`config.mk`:
```
export PLATFORM = sky130hd
export DESIGN_NAME = fft_bitrev_reorder
export DESIGN_NICKNAME = d
export VERILOG_FILES = /design/src/rtl/fft_pkg.sv /design/src/rtl/fft_pingpong_ram.sv /design/src/rtl/fft_bitrev_reorder.sv
export SDC_FILE = /design/constraint.sdc
export NUM_CORES = 1
export LEC_CHECK = 0
export BUFFER_PORTS_ARGS = -buffer_cell sky130_fd_sc_hd__buf_2
export CAP_MARGIN = 20
export CORE_MARGIN = 1.5
export CORE_UTILIZATION = 59
export DETAILED_ROUTE_END_ITERATION = 16
export PLACE_DENSITY_LB_ADDON = 0.1
export SYNTH_ARGS = -nofsm -noshare
export SYNTH_HDL_FRONTEND = slang
export SYNTH_HIERARCHICAL = 1
export SYNTH_SLANG_ARGS = --single-unit
```
`constraint.sdc`:
```
create_clock -name clk -period 6.39 [get_ports clk]
set_input_delay 0.639 -clock clk [delete_from_list [all_inputs] [get_ports clk]]
set_output_delay 0.639 -clock clk [all_outputs]
set_load 0.01 [all_outputs]
```
`src/rtl/fft_pkg.sv`:
```
// Shared constants, sample type and index helper for the FFT output reorder block.
// Default geometry is an 8-point frame of 16-bit complex samples.
// bitrev() is elaboration-friendly: the loop bound is fixed and only the low n bits count.
package fft_pkg;

   localparam int N_DEF = 3;
   localparam int W_DEF = 16;

   typedef struct packed {
      logic signed [W_DEF-1:0] re;
      logic signed [W_DEF-1:0] im;
   } cplx_t;

   // Reverse the low n bits of idx; bits above n are dropped.
   function automatic logic [31:0] bitrev(input logic [31:0] idx, input int n);
      logic [31:0] r;
      r = '0;
      for (int b = 0; b < 32; b++) begin
         if (b < n) r = {r[30:0], idx[b]};
      end
      return r;
   endfunction

endpackage

```
`src/rtl/fft_pingpong_ram.sv`:
```
// Two-bank frame store: one synchronous write port, one asynchronous read port.
// Latency: write visible on the read port the cycle after the write edge; read is combinational.
// Backpressure: none here; the owner's bank flags guarantee no read/write bank collision.
module fft_pingpong_ram
   import fft_pkg::*;
#(
   parameter int N = N_DEF,
   parameter int W = W_DEF
) (
   input  logic           clk,
   input  logic           i_wr_en,
   input  logic           i_wr_bank,
   input  logic [N-1:0]   i_wr_addr,
   input  logic [2*W-1:0] i_wr_dat,
   input  logic           i_rd_bank,
   input  logic [N-1:0]   i_rd_addr,
   output logic [2*W-1:0] o_rd_dat
);

   // Bank select is the address MSB so both banks share one flat array.
   logic [2*W-1:0] r_mem [2*(1<<N)];

   // Sample store; no reset, contents are only read after being written.
   always_ff @(posedge clk) begin
      if (i_wr_en) r_mem[{i_wr_bank, i_wr_addr}] <= i_wr_dat;
   end

   assign o_rd_dat = r_mem[{i_rd_bank, i_rd_addr}];

endmodule

```
`src/rtl/fft_bitrev_reorder.sv`:
```
// Reorders bit-reversed FFT output frames into natural order through ping-pong banks.
// Latency: first sample valid one clock after the frame's last write; 1 sample/clk sustained.
// Backpressure: in_ready low while the write bank is still full; output holds while out_ready low.
module fft_bitrev_reorder
   import fft_pkg::*;
#(
   parameter int N = N_DEF,
   parameter int W = W_DEF
) (
   input  logic                clk,
   input  logic                rst_n,
   input  logic                in_valid,
   output logic                in_ready,
   input  logic signed [W-1:0] in_real,
   input  logic signed [W-1:0] in_img,
   output logic                out_valid,
   input  logic                out_ready,
   output logic signed [W-1:0] out_real,
   output logic signed [W-1:0] out_img,
   output logic                out_last
);

   localparam logic [N-1:0] LAST = {N{1'b1}};

   logic [1:0]     r_rst_sync;
   logic [1:0]     r_full;
   logic           r_wr_bank;
   logic           r_rd_bank;
   logic [N-1:0]   r_wr_cnt;
   logic [N-1:0]   r_rd_cnt;
   logic [2*W-1:0] r_out_dat;
   logic           r_out_valid;
   logic           r_out_last;

   logic           w_wr_fire;
   logic           w_wr_wrap;
   logic           w_rd_load;
   logic           w_rd_wrap;
   logic [N-1:0]   w_wr_addr;
   logic [2*W-1:0] w_rd_dat;
   logic [1:0]     w_flag_set;
   logic [1:0]     w_flag_clr;

   // Reset release synchronizer. State flops clear asynchronously but cannot move until
   // in_ready rises here, so their own unsynchronized release is harmless.
   always_ff @(posedge clk or negedge rst_n) begin
      if (!rst_n) r_rst_sync <= 2'b00;
      else        r_rst_sync <= {r_rst_sync[0], 1'b1};
   end

   assign in_ready   = r_rst_sync[1] & ~r_full[r_wr_bank];
   assign w_wr_fire  = in_valid & in_ready;
   assign w_wr_wrap  = w_wr_fire & (r_wr_cnt == LAST);
   assign w_rd_load  = r_full[r_rd_bank] & (~r_out_valid | out_ready);
   assign w_rd_wrap  = w_rd_load & (r_rd_cnt == LAST);
   assign w_wr_addr  = N'(bitrev(32'(r_wr_cnt), N));
   assign w_flag_set = w_wr_wrap ? (2'b01 << r_wr_bank) : 2'b00;
   assign w_flag_clr = w_rd_wrap ? (2'b01 << r_rd_bank) : 2'b00;

   fft_pingpong_ram #(.N(N), .W(W)) u_ram (
      .clk       (clk),
      .i_wr_en   (w_wr_fire),
      .i_wr_bank (r_wr_bank),
      .i_wr_addr (w_wr_addr),
      .i_wr_dat  ({in_real, in_img}),
      .i_rd_bank (r_rd_bank),
      .i_rd_addr (r_rd_cnt),
      .o_rd_dat  (w_rd_dat)
   );

   // Write side: count samples and swap banks when a frame completes.
   always_ff @(posedge clk or negedge rst_n) begin
      if (!rst_n) begin
         r_wr_cnt  <= '0;
         r_wr_bank <= 1'b0;
      end else if (w_wr_fire) begin
         r_wr_cnt <= r_wr_cnt + 1'b1;
         if (w_wr_wrap) r_wr_bank <= ~r_wr_bank;
      end
   end

   // Read side: walk the full bank in natural order and swap after its last sample.
   always_ff @(posedge clk or negedge rst_n) begin
      if (!rst_n) begin
         r_rd_cnt  <= '0;
         r_rd_bank <= 1'b0;
      end else if (w_rd_load) begin
         r_rd_cnt <= r_rd_cnt + 1'b1;
         if (w_rd_wrap) r_rd_bank <= ~r_rd_bank;
      end
   end

   // Bank flags: set by a completed write frame, cleared by the last read; banks never coincide.
   always_ff @(posedge clk or negedge rst_n) begin
      if (!rst_n) r_full <= 2'b00;
      else        r_full <= (r_full | w_flag_set) & ~w_flag_clr;
   end

   // Output register: load when empty or being consumed, otherwise hold for a stalled consumer.
   always_ff @(posedge clk or negedge rst_n) begin
      if (!rst_n) begin
         r_out_dat   <= '0;
         r_out_valid <= 1'b0;
         r_out_last  <= 1'b0;
      end else if (w_rd_load) begin
         r_out_dat   <= w_rd_dat;
         r_out_valid <= 1'b1;
         r_out_last  <= (r_rd_cnt == LAST);
      end else if (r_out_valid & out_ready) begin
         r_out_valid <= 1'b0;
         r_out_last  <= 1'b0;
      end
   end

   assign out_valid = r_out_valid;
   assign out_last  = r_out_last;
   assign out_real  = $signed(r_out_dat[2*W-1:W]);
   assign out_img   = $signed(r_out_dat[W-1:0]);

endmodule
```
After elaboration in Yosys (flattened, before gate mapping):

Memories as Yosys holds them, arrays and structs flattened. A register that Yosys moved wholly into a read port is not among the register bits.
Cells that the tools add are included.

* add/subtract/negate cells: 2
* $mul: 0
* div/mod/pow operators: 0
* $lt $le $gt $ge: 2
* eq/ne operators: 2
* shift operators: 2
* muxes and demuxes: 11
* bitwise operators: 14
* reduce and logical (&&, ||, !) cells: 4

Operators by type and width (count)
* 2-to-1 mux 1 bit: 9
* adder 3 x 1 -> 3 bit (second input constant): 2
* bitwise AND 1 bit: 6
* == test 3 bit (second input constant): 2
* < comparator 1 x 2 -> 1 bit (second input constant): 2
* 2-to-1 mux 2 bit: 2
* NOT 1 bit: 4
* AND reduction 2 bit: 2
* << shifter 1 x 1 -> 2 bit (first input constant): 2
* bitwise AND 2 bit: 1
* NOT 2 bit: 1
* bitwise OR 2 bit: 1
* nonzero test 2 bit: 1
* zero test 1 bit: 1
* bitwise OR 1 bit: 1

* flip-flop bits (word level): 14
* bits in latches: 0
* bits in writable memories: 512
* ROM bits: 0
* input bits: 36
* output and inout bits: 35
* word-level logic and storage cells: 46
* memories kept: 1

Memory list
* u_ram.r_mem: words 16, width 32, rd ports 1, clocked after memory_dff 1, write ports 1, line fft_pingpong_ram.sv:21 `logic [2*W-1:0] r_mem [2*(1<<N)];`

Logic depth before layout (Yosys ltp):

Gate-level depths: netlist (run 1).

* word-level depth: 9
* gate-level depth with buffers: 6
* gate-level depth less buffers: 5

Cells and area by module:

The synthesis (run 1) kept the hierarchy.

By module, submodules not included
* fft_pingpong_ram: times used 1, cells each 806, area an instance 19213.4 um2
* fft_bitrev_reorder: times used 1, cells each 114, area an instance 1813.0 um2

Worst setup path after synthesis (run 1):

No wires, ideal clock.

* kind: register -> register
* start point: reg r_wr_bank
* end point: mem u_ram/r_mem[0][0] in the netlist's numbering (enable)
* arrival time: 3745 ps
* setup slack: 2184 ps
* cell stages (with the launch flop): 6
* path buffers: 1
* period minus slack after synthesis: 4206 ps
* path through: dfrtp_1 mux2i_1 and3_1 clkbuf_1 or3b_2 nor3_1

* cells in the longest elaborated chain, start to end: 7

RTL lines
* start: declaration: line fft_bitrev_reorder.sv:27 `logic r_wr_bank;`
* start signal: assignment: line fft_bitrev_reorder.sv:78 `if (w_wr_wrap) r_wr_bank <= ~r_wr_bank;`
* 2-to-1 mux 1 bit (not written as such) (2 in a row): line fft_bitrev_reorder.sv:51 `assign in_ready = r_rst_sync[1] & ~r_full[r_wr_bank];`
* NOT 1 bit: line fft_bitrev_reorder.sv:51
* bitwise AND 1 bit: line fft_bitrev_reorder.sv:51
* bitwise AND 1 bit: line fft_bitrev_reorder.sv:52 `assign w_wr_fire = in_valid & in_ready;`
* via w_wr_fire: line fft_bitrev_reorder.sv:35 `logic w_wr_fire;`
* 2-to-1 mux 1 bit: line fft_pingpong_ram.sv:25 `if (i_wr_en) r_mem[{i_wr_bank, i_wr_addr}] <= i_wr_dat;`
* 2-to-1 mux 1 bit (not written as such): line fft_pingpong_ram.sv:25
* end: declaration: line fft_pingpong_ram.sv:21

The timed path passes the listed nets, and every way through them passes these cells. The select of a mux whose other input is x is not followed.

Worst setup path in the final report (run 1):

* start point: reg r_wr_bank
* end point: mem u_ram/r_mem[13][1] in the netlist's numbering (enable)

* cells in the longest elaborated chain, start to end: 7

RTL lines (line)
* 2-to-1 mux 1 bit (not written as such) (2 in a row): fft_bitrev_reorder.sv:51
* NOT 1 bit: fft_bitrev_reorder.sv:51
* bitwise AND 1 bit: fft_bitrev_reorder.sv:51
* bitwise AND 1 bit: fft_bitrev_reorder.sv:52
* 2-to-1 mux 1 bit: fft_pingpong_ram.sv:25
* 2-to-1 mux 1 bit (not written as such): fft_pingpong_ram.sv:25

Parallel ways exist; a longest one is shown, timed or not. The select of a mux whose other input is x is not followed.

==> results.txt, run 1 <==
Worst Skew: 16.8 ps
# IOs: 71
Initial Utilization: 60.4%
Final setup vio count: 0
R2r endpoint: u_ram/r_mem[13][1]
FF+latch count, synth: 558
First-pass GRT wire length: 63.4 mm
Post-DP HPWL: 20.5 mm
Final period util: 47.3%
Iter 0 DRT Violations: 812
Area growth from synthesis to layout: 12.9%
Mux cell area share after synthesis: 15.8%
Largest net degree at the start of global routing: 58
Syn Area/Cell: 22.9 um2
CTS tree: yes
Rel. slew slack: 22.1%
Fin. Hold Viols: 0
Clock Latency Late Sink: 600 ps
Post-Syn Nets: 960
Drt wl/cell: 28.2 um
GRT Overall Usage: 24.5%
Post-Synth Simple-Gate Area: 1.40%
Final GP Congestion: 0.710
Row Count: 68
Post-Syn Area: 0.0210 mm2
Synth warn: 6
Cts bufs inserted: 53
R2r setup slk: 3370 ps
Top cells by count, synth: edfxtp_1, mux4_2, a22oi_1
Critical path fanouts, max: 18
Post-route minimum period: 3020 ps
Async set or reset register ratio after synthesis: 8.24%
Reg2reg start: r_wr_bank
Critical Path RT: 6630 ps
# diodes: 0
Slew Viols, Final: 0
DR vias: 9677
Post-Synth Adder-Cell Area: 0.238%
Chip width: 192 um
Top-count cell post-synth: edfxtp_1
Post-CTS Resized: 0
Core region area: 0.0348 mm2
Post-Route WL: 42.9 mm
H-tree lvl count: 2
Number of global-route vias before repair: 9809
Max-Cap Viols: 0
CP Class: reg2reg
Share of cells above drive strength 1: 33.1%
Area leader, netlist: edfxtp_1
Initial antenna violation count: 1
CTS clk-pin slew, worst paths: 60 ps
Post-DP Area: 0.0220 mm2
Worst reg2reg path depth: 5
Critical path data arrival time: 3260 ps
Area fraction of the dominant cell type after synthesis: 73.1%
CTS Sinks: 558
Fin area: 0.0237 mm2
Cts hold-fix bufs: 0
Chip Height: 192 um
Grt ovf: 0
NumNets Final: 1064
Post-route ant nets: 0
Final core occ: 68.2%
Worst Tran Pin Value: 1170 ps
Total die area: 0.0368 mm2
Ys flop type: edfxtp_1
Netlist cell types: 34
IO buf count: 70
Power Density: 427 mW/mm2
# fillers: 2186
Mapped Cells: 920
Clk buf depth: 3
Residual DRC: 0
Vias per inst: 6.36
Worst vdd ir: 0.000471 V
Compound-Gate Fraction of Synth Area: 2.62%
Leakage: 0.00779 uW
RSZ-0062 raised after global routing: no
Main area contributors after synthesis: edfxtp_1, mux4_2, dfrtp_1
Post-CTS Setup Bufs: 0
Endpoint class of the critical path: register
Sequential share of the synthesized area: 78.6%
Post-synth EDFFs: 512
Initial DRT Pass Iterations: 5
Crit start category: register
Setup tns final: 0 ps
Main combinational cell family by area after synthesis: multiplexers
Root Buffer: clkbuf_16
Xor/xnor share of the synthesized area: 0.0833%
Tightest Hold Check Type: in2async
Fmax: 0.331 GHz
Status: finished, final reports clean
state kept, by name, summed over array words and instances, names as in the netlist:
| signal | flops |
|---|---|
| out_valid | 1 |
| r_full | 2 |
| r_wr_cnt | 3 |
| r_rst_sync | 2 |
| r_wr_bank | 1 |
| out_last | 1 |
| u_ram/r_mem | 512 |
| r_rd_cnt | 3 |
| r_rd_bank | 1 |
| r_out_dat | 32 |
stage by stage:
stage / power, uW / std cells / hold slack [ps] / setup WS, ps
final: 10100 / 1521 / 239 / 3370
after global routing: 10600 / 1521 / 293 / 3090
after detailed placement: 7190 / 1424 / 336 / 3320
after floorplan: 6440 / 920 / 331 / 2180
after CTS: 10200 / 1521 / 253 / 3290
after global placement: 7140 / 1424 / 333 / 3350
power breakdown:
part           leakage [uW]  switching [uW]  internal [uW]  total, uW
logic               0.00180            1280           1250       2530
clock network      0.000828            1280           1780       3050
registers           0.00516             274           4270       4550
total               0.00779            2830           7300      10100
worst max path at each step:
stage | start | end | slack, ps | cells after the start
floorplan | r_wr_bank | u_ram/r_mem[0][0] | 2180 | 5
global placement | r_rd_cnt[0] | r_out_dat[2] | 3350 | 5
detailed placement | r_rd_cnt[0] | r_out_dat[1] | 3320 | 5
CTS | r_rd_cnt[0] | r_out_dat[1] | 3290 | 5
global route | r_rd_cnt[0] | r_out_dat[1] | 3090 | 5
finish | r_wr_bank | u_ram/r_mem[13][1] | 3370 | 5
layout make-up:
cell class | instances | area [um2] | area share [%]
sequential | 558 | 16500 | 69.7
multi-input combinational | 314 | 4370 | 18.4
clock buffer | 75 | 1490 | 6.28
tap | 455 | 569 | 2.40
timing repair buffer | 96 | 558 | 2.35
clock inverter | 22 | 204 | 0.859
inverter | 1 | 3.75 | 0.0158
cell usage in the layout, fill, tap and decap left out, types with 2 or more instances in the layout:
cell type    n
a21oi_1      2
a22oi_1     64
and3_1       2
buf_2       70
buf_4       25
bufinv_16    4
clkbuf_1    16
clkbuf_16   55
clkbuf_8     4
clkinv_1    11
clkinv_2     5
dfrtp_1     44
dfrtp_4      2
edfxtp_1   512
ha_1         4
inv_6        2
mux2_1       2
mux2_2      35
mux2i_1      2
mux4_2     128
nand2_1     34
nand2b_1     3
nand3_1      3
nand3b_1     2
nor2_4      13
nor2b_4      2
nor3_2       4
xor2_1       2
cell families after synthesis:
group	after synthesis
compound gates	73
simple gates	67
xor+xnor	2
buf+inv	48
flops	558
fa+ha+maj	4
other cells	1
mux	167
layer usage:
metal	part of all wire, %	global-route usage, %	up-vias
li1	-	-	4083
met1	42	35.9	5200
met2	49	39.6	335
met3	6.6	3.60	57
met4	1.6	6.22	2
met5	0.016	0	-
worst max-delay path: stages, from the launching register on:
cell and delay [ps]:
dfrtp_1 510, mux2i_1 280, and3_1 350, nand3_1 350, nor2_4 700, buf_4 480
Note: power is estimated with default switching activity, not from simulation.
==> run 2: changes to the inputs <==
- ABC_AREA: default -> 1
- clock period: 6.39 -> 3.1 ns (I/O delays scaled with it)
==> run 2 against run 1 <==
  * Worst hold slack got worse by 170 ps
  * Clock-buffer cell count rose by 4
  * Critical path type unchanged
  * Register-to-register slack got worse by 2800 ps
  * Global-route usage rose by 3.6 points
  * Sequential cell count did not move
  * Die area rose by 14%
  * Sequential power rose by 95%
==> results.txt, run 2 <==
Initial DRT Pass Iterations: 5 (unchanged)
Syn Area/Cell: 10.5 um2 (-54%)
Tot Pwr: 22900 uW (+130%)
Switching power: 8300 uW (+190%)
Async set or reset register ratio after synthesis: 8.24% (unchanged)
Final setup vio count: 0 (unchanged)
Worst Skew: 20.3 ps (+3.45 ps)
GRT Overall Usage: 28.1% (+3.6 points)
Reg power frac: 38.7% (-6.2 points)
Cell Int Power: 14600 uW (+100%)
RSZ-0062 raised after global routing: no
Cell class contributing the biggest share of worst-path delay: simple AND/OR/NAND/NOR gates
Final period util: 80.1% (+33 points)
Largest reg by FF count: u_ram/r_mem
Wl on met1: 24.0 mm (+32%)
FF+latch count, synth: 558 (unchanged)
Clk buf depth: 3 (unchanged)
IO buf count: 70 (unchanged)
Largest net degree at the start of global routing: 153 (+160%)
Critical Path RT: 3390 ps (-3240 ps)
# placed instances: 2820 (+98%)
Reg2reg start: r_wr_bank
Slew Viols, Final: 0 (unchanged)
Hold Path Sink: r_wr_bank
Post-synth EDFFs: 512 (unchanged)
CP most frequent cell: nand2_1
Post-DP HPWL: 32.6 mm (+59%)
Row Count: 73 (+7.4%)
Share of cells above drive strength 1: 9.46% (-24 points)
Setup tns final: 0 ps (unchanged)
Mapped Cells: 2288 (+150%)
Post-Syn Area: 0.0240 mm2 (+14%)
Worst vdd ir: 0.000554 V (+18%)
NumNets Final: 2395 (+130%)
Worst reg2reg path depth: 8 (+3)
Initial Utilization: 60.1% (-0.33 points)
Post-route minimum period: 2480 ps (-539 ps)
Met3 WL post-DR: 3.44 mm (+21%)
Critical Path, Cell by Cell: nand2_1, nand2_1, nor2_2, nand2_2, inv_1, nand3b_1, nor2_4, buf_12
Root Buffer: clkbuf_16
Final GP Congestion: 0.828 (+17%)
Clock power frac: 28.4% (-1.8 points)
Fmax: 0.403 GHz (+22%)
Slowest cell on the critical path: dfrtp_1
Cts bufs inserted: 56 (+5.7%)
Post-Syn Nets: 2328 (+140%)
Vias per inst: 5.40 (-15%)
Status: finished, final reports clean
# IOs: 71 (unchanged)
Crit start category: register
Sw frac: 36.2% (+8.3 points)
Top-count cell post-synth: nand2_1
Netlist cell types: 25 (-26%)
Gate power share: 32.9% (+7.9 points)
# fillers: 3015 (+38%)
H-tree lvl count: 2 (unchanged)
Hold WS: 65.4 ps (-174 ps)
Most common cell after layout, fill and taps aside: nand2_1
Rel. slew slack: 38.8% (+17 points)
R2r setup slk: 620 ps (-2750 ps)
Area leader, netlist: edfxtp_1
Top flop regs: u_ram/r_mem x512, r_out_dat x32
Chip width: 205 um (+6.7%)
Critical Path Max Stage Delay: 470 ps (-230 ps)
Total die area: 0.0419 mm2 (+14%)
Initial antenna violation count: 0 (-1)
CTS Sinks: 558 (unchanged)
Worst Tran Pin Value: 917 ps (-250 ps)
Max-Cap Viols: 0 (unchanged)
Chip Height: 205 um (+6.7%)
Drt wl/cell: 19.6 um (-31%)
Most frequent cells in the layout: nand2_1, edfxtp_1, nand3_1
Grt ovf: 0 (unchanged)
R2r endpoint: u_ram/r_mem[11][17]
Final core occ: 66.8% (-1.4 points)
Endpoint class of the critical path: register
Post-route ant nets: 0 (unchanged)
Power Density: 860 mW/mm2 (+100%)
CP Class: reg2reg
Residual DRC: 0 (unchanged)
Tightest Hold Check Type: in2reg
Core region area: 0.0399 mm2 (+15%)
First-pass GRT wire length: 87.5 mm (+38%)
Area fraction of the dominant cell type after synthesis: 64.1% (-9.0 points)
Top cells by count, synth: nand2_1, edfxtp_1, nand3_1
Max reg flops: 512 (unchanged)
Main area contributors after synthesis: edfxtp_1, nand2_1, nand3_1
Non-Filler Instances: 2925 (+92%)
Sequential share of the synthesized area: 68.9% (-9.7 points)
Leakage: 0.0116 uW (+49%)
Post-Route WL: 57.2 mm (+34%)
CTS tree: yes
CTS clk-pin slew, worst paths: 60 ps (about the same)
Critical path origin: r_wr_bank
Fin. Hold Viols: 0 (unchanged)
Clock Latency Late Sink: 600 ps (about the same)
WHS Path Cells: 3
Iter 0 DRT Violations: 1374 (+69%)
Synth warn: 6 (unchanged)
WL met2: 27.6 mm (+31%)
Critical path data arrival time: 2770 ps (-490 ps)
DR vias: 15.8k (+63%)
Critical path fanouts, max: 23 (+5)
WP buf/inv: 2 (+1)
Ys flop type: edfxtp_1
Hold_sp: in_valid
Area growth from synthesis to layout: 11.2%
DR top layer: met4
Number of global-route vias before repair: 15.3k (+56%)
-- run 2: cell count changes after synthesis, moves of 35 or more --
cell,before,now
nand2_1,34,760
nand3_1,3,421
inv_1,1,393
mux4_2,128,0
a22oi_1,64,0
buf_2,4,44
mux2_2,35,0
-- run 2: metal layers --
metal | track usage (%) | vias to the layer above
li1 | - | 7518
met1 | 38.2 | 7599
met2 | 45.8 | 566
met3 | 3.31 | 108
met4 | 12.6 | 0
met5 | 0 | -
-- run 2: kinds of logic after synthesis --
family	count (synthesis)	synth area share, %
AND/OR/NAND/NOR	1209	21.2
flip-flops	558	68.9
buffers and inverters	510	9.43
adder cells (fa/ha/maj)	4	0.209
AO/OA/AOI/OAI	3	0.110
XOR/XNOR	3	0.110
other	1	0.0156
-- run 2: area by class of cell --
type / instances / area, um2 / share of cell area, %
flip-flops and latches: 558 / 16500 / 62.0
multi-input cells: 1220 / 5320 / 20.0
clock buffers: 79 / 1560 / 5.85
inverters: 396 / 1490 / 5.60
repair buffers: 123 / 891 / 3.34
well taps: 525 / 657 / 2.46
clock inverters: 23 / 209 / 0.783
diodes: 1 / 2.50 / 0.00938
-- run 2: worst max-delay path by stage --
stage / endpoint / cells past startpoint
final: u_ram/r_mem[11][17] / 8
after global routing: u_ram/r_mem[9][22] / 8
after CTS: u_ram/r_mem[11][17] / 8
after detailed placement: u_ram/r_mem[11][16] / 8
after global placement: u_ram/r_mem[9][14] / 8
after floorplan: u_ram/r_mem[12][0] / 7
-- run 2: power by group through the flow --
stage | clock [uW] | sequential, uW | combinational, uW
after floorplan | 0 | 9060 | 5330
after global placement | 0 | 9010 | 7330
after detailed placement | 0 | 9020 | 7480
after CTS | 6630 | 8870 | 7520
after global routing | 6930 | 8910 | 8260
final | 6520 | 8870 | 7540
-- run 2: timing repair --
item,CTS,global route
gates resized for setup,0,0
buffers inserted,0,0
hold endpoints to repair,25,0
endpoints found under the setup margin,0,0
hold buffers,2,0
-- run 2: worst register-to-register path, cell delays in order (launching register included) --
cell      delay [ps]
dfrtp_1          470
nand2_1          110
nand2_1           60
nor2_2           170
nand2_2          110
inv_1            190
nand3b_1         340
nor2_4           450
buf_12           260
-- run 2: per-stage QoR --
stage / cell area (um2) / setup slack [ps]
floorplan: 24000 / 142
global placement: 24900 / 751
detailed placement: 24900 / 687
CTS: 26700 / 659
global route: 26700 / 443
finish: 26700 / 618
==> run 3: changes to the inputs <==
- ABC_AREA: 1 -> 0
- clock period: 3.1 -> 2.5 ns (I/O delays scaled with it)
==> run 3 against run 2 <==
  * Global-route usage is 4.7 points lower
  * Final area decreased by 8.8%
  * Sequential power is 29% higher
==> results.txt, run 3 (synthesis results as in run 1) <==
Status: finished, final reports clean
Largest reg by FF count: u_ram/r_mem
Tightest Hold Check Type: in2reg
Initial antenna violation count: 0 (unchanged)
CTS clk-pin slew, worst paths: 60 ps (about the same)
Worst reg2reg path depth: 5 (-3)
Residual DRC: 0 (unchanged)
Critical Path RT: 2740 ps (-650 ps)
Post-DP Area: 0.0226 mm2 (-9.1%)
WHS Path Cells: 3 (unchanged)
R2r endpoint: u_ram/r_mem[0][7]
Endpoint class of the critical path: register
Worst Tran Pin Value: 866 ps (-51.6 ps)
Core region area: 0.0348 mm2 (-13%)
Hold_sp: in_valid
Initial DRT Pass Iterations: 5 (unchanged)
Reg2reg start: r_wr_bank
Row Count: 68 (-6.8%)
# diodes: 0 (-1)
Slowest cell on the critical path: or3b_4
Most frequent cells in the layout: edfxtp_1, mux4_2, buf_2
Drt wl/cell: 26.3 um (+34%)
# placed instances: 1447 (-49%)
Post-CTS Setup Bufs: 0 (unchanged)
Critical Path Max Stage Delay: 470 ps (about the same)
Worst Skew: 27.2 ps (+6.94 ps)
CTS Sinks: 558 (unchanged)
Top flop regs: u_ram/r_mem x512, r_out_dat x32
R2r setup slk: 160 ps (-460 ps)
Chip width: 192 um (-6.3%)
Share of cells above drive strength 1: 34.7% (+25 points)
NumNets Final: 1089 (-55%)
Post-route minimum period: 2340 ps (-145 ps)
Critical Path, Cell by Cell: mux2i_1, and3_2, or3b_4, nor3_4, buf_4
Fin. Hold Viols: 0 (unchanged)
Fin area: 0.0243 mm2 (-8.8%)
Post-DP HPWL: 23.3 mm (-28%)
Worst vdd ir: 0.000865 V (+56%)
Leakage: 0.00802 uW (-31%)
Grt ovf: 0 (unchanged)
Hold Path Sink: r_wr_bank
Root Buffer: clkbuf_16
Max reg flops: 512 (unchanged)
Crit start category: register
# IOs: 71 (unchanged)
IO buf count: 70 (unchanged)
Cts bufs inserted: 54 (-3.6%)
Critical path fanouts, max: 15 (-35%)
Rel. slew slack: 42.3% (+3.4 points)
Critical path data arrival time: 2580 ps (-190 ps)
WP buf/inv: 1 (-1)
Final period util: 93.5% (+13 points)
Most common cell after layout, fill and taps aside: edfxtp_1
GRT Overall Usage: 23.4% (-4.7 points)
Final setup vio count: 0 (unchanged)
DR vias: 9602 (-39%)
Total die area: 0.0368 mm2 (-12%)
Non-Filler Instances: 1547 (-47%)
First-pass GRT wire length: 61.7 mm (-29%)
Clock Latency Late Sink: 570 ps (-30 ps)
CTS tree: yes
Post-Route WL: 40.7 mm (-29%)
Power Density: 1090 mW/mm2 (+26%)
Fmax: 0.428 GHz (+6.2%)
Slew Viols, Final: 0 (unchanged)
Area growth from synthesis to layout: 15.7%
Number of global-route vias before repair: 9981 (-35%)
Initial Utilization: 60.4% (+0.33 points)
Vias per inst: 6.21 (+15%)
Largest net degree at the start of global routing: 43 (-72%)
Iter 0 DRT Violations: 782 (-43%)
Cell class contributing the biggest share of worst-path delay: simple AND/OR/NAND/NOR gates
CP Class: reg2reg
# fillers: 2099 (-30%)
Clk buf depth: 3 (unchanged)
Chip Height: 192 um (-6.3%)
H-tree lvl count: 2 (unchanged)
RSZ-0062 raised after global routing: no
Final GP Congestion: 0.735 (-11%)
Post-route ant nets: 0 (unchanged)
Max-Cap Viols: 0 (unchanged)
## run 3: how the worst max path moves through the flow
stage / endpoint / slack, ps / startpoint / cells past startpoint
finish: u_ram/r_mem[0][7] / 160 / r_wr_bank / 5
global route: u_ram/r_mem[0][7] / 20 / r_wr_bank / 5
CTS: u_ram/r_mem[0][7] / 110 / r_wr_bank / 5
detailed placement: u_ram/r_mem[0][8] / 140 / r_wr_bank / 5
global placement: u_ram/r_mem[0][2] / 170 / r_wr_bank / 5
floorplan: u_ram/r_mem[0][0] / -100 / r_wr_bank / 5
## run 3: area by class of cell
cell class | instances | area (um2) | share of cell area (%)
well taps | 455 | 569 | 2.34
multi-input cells | 314 | 4400 | 18.1
clock inverters | 18 | 195 | 0.802
repair buffers | 120 | 1120 | 4.59
clock buffers | 81 | 1510 | 6.22
inverters | 1 | 3.75 | 0.0154
flip-flops and latches | 558 | 16500 | 68.0
## run 3: worst reg2reg max path, delay by kind of cell (launching register included)
kind	cells	cell delay (ps)
muxes	1	230
and+or+nand+nor	3	1030
buffers and inverters	1	300
DFF	1	450
## run 3: where the power goes
group | internal (uW) | leakage, uW | switching (uW) | total, uW
logic | 3610 | 0.00203 | 3630 | 7240
registers | 10900 | 0.00516 | 467 | 11400
clock network | 4580 | 0.000827 | 3220 | 7790
total | 19100 | 0.00802 | 7310 | 26400
## run 3: what timing repair did
action,4_1_cts,5_1_grt
gates resized for setup,0,1
hold buffers,1,0
endpoints found under the setup margin,0,15
hold endpoints to repair,16,0
## run 3: stage by stage
| step | setup TNS (ps) | util (%) | setup WS [ps] | total power, uW | hold slack [ps] |
|---|---|---|---|---|---|
| floorplan | -11720 | - | -97.8 | 16500 | -45.6 |
| global placement | 0 | 65.0 | 171 | 18800 | 297 |
| detailed placement | 0 | 65.0 | 142 | 18900 | 312 |
| CTS | 0 | 69.9 | 106 | 26700 | 23.8 |
| global route | 0 | 69.9 | 23.4 | 27600 | 38.1 |
| finish | 0 | 69.9 | 163 | 26400 | 51.6 |
## run 3: routing by layer
layer | global-route usage (%) | vias up | part of all wire (%)
li1 | - | 4143 | -
met1 | 33.1 | 5139 | 42
met2 | 39.2 | 264 | 51
met3 | 3.34 | 56 | 4.7
met4 | 5.77 | 0 | 1.9
met5 | 0 | - | 0
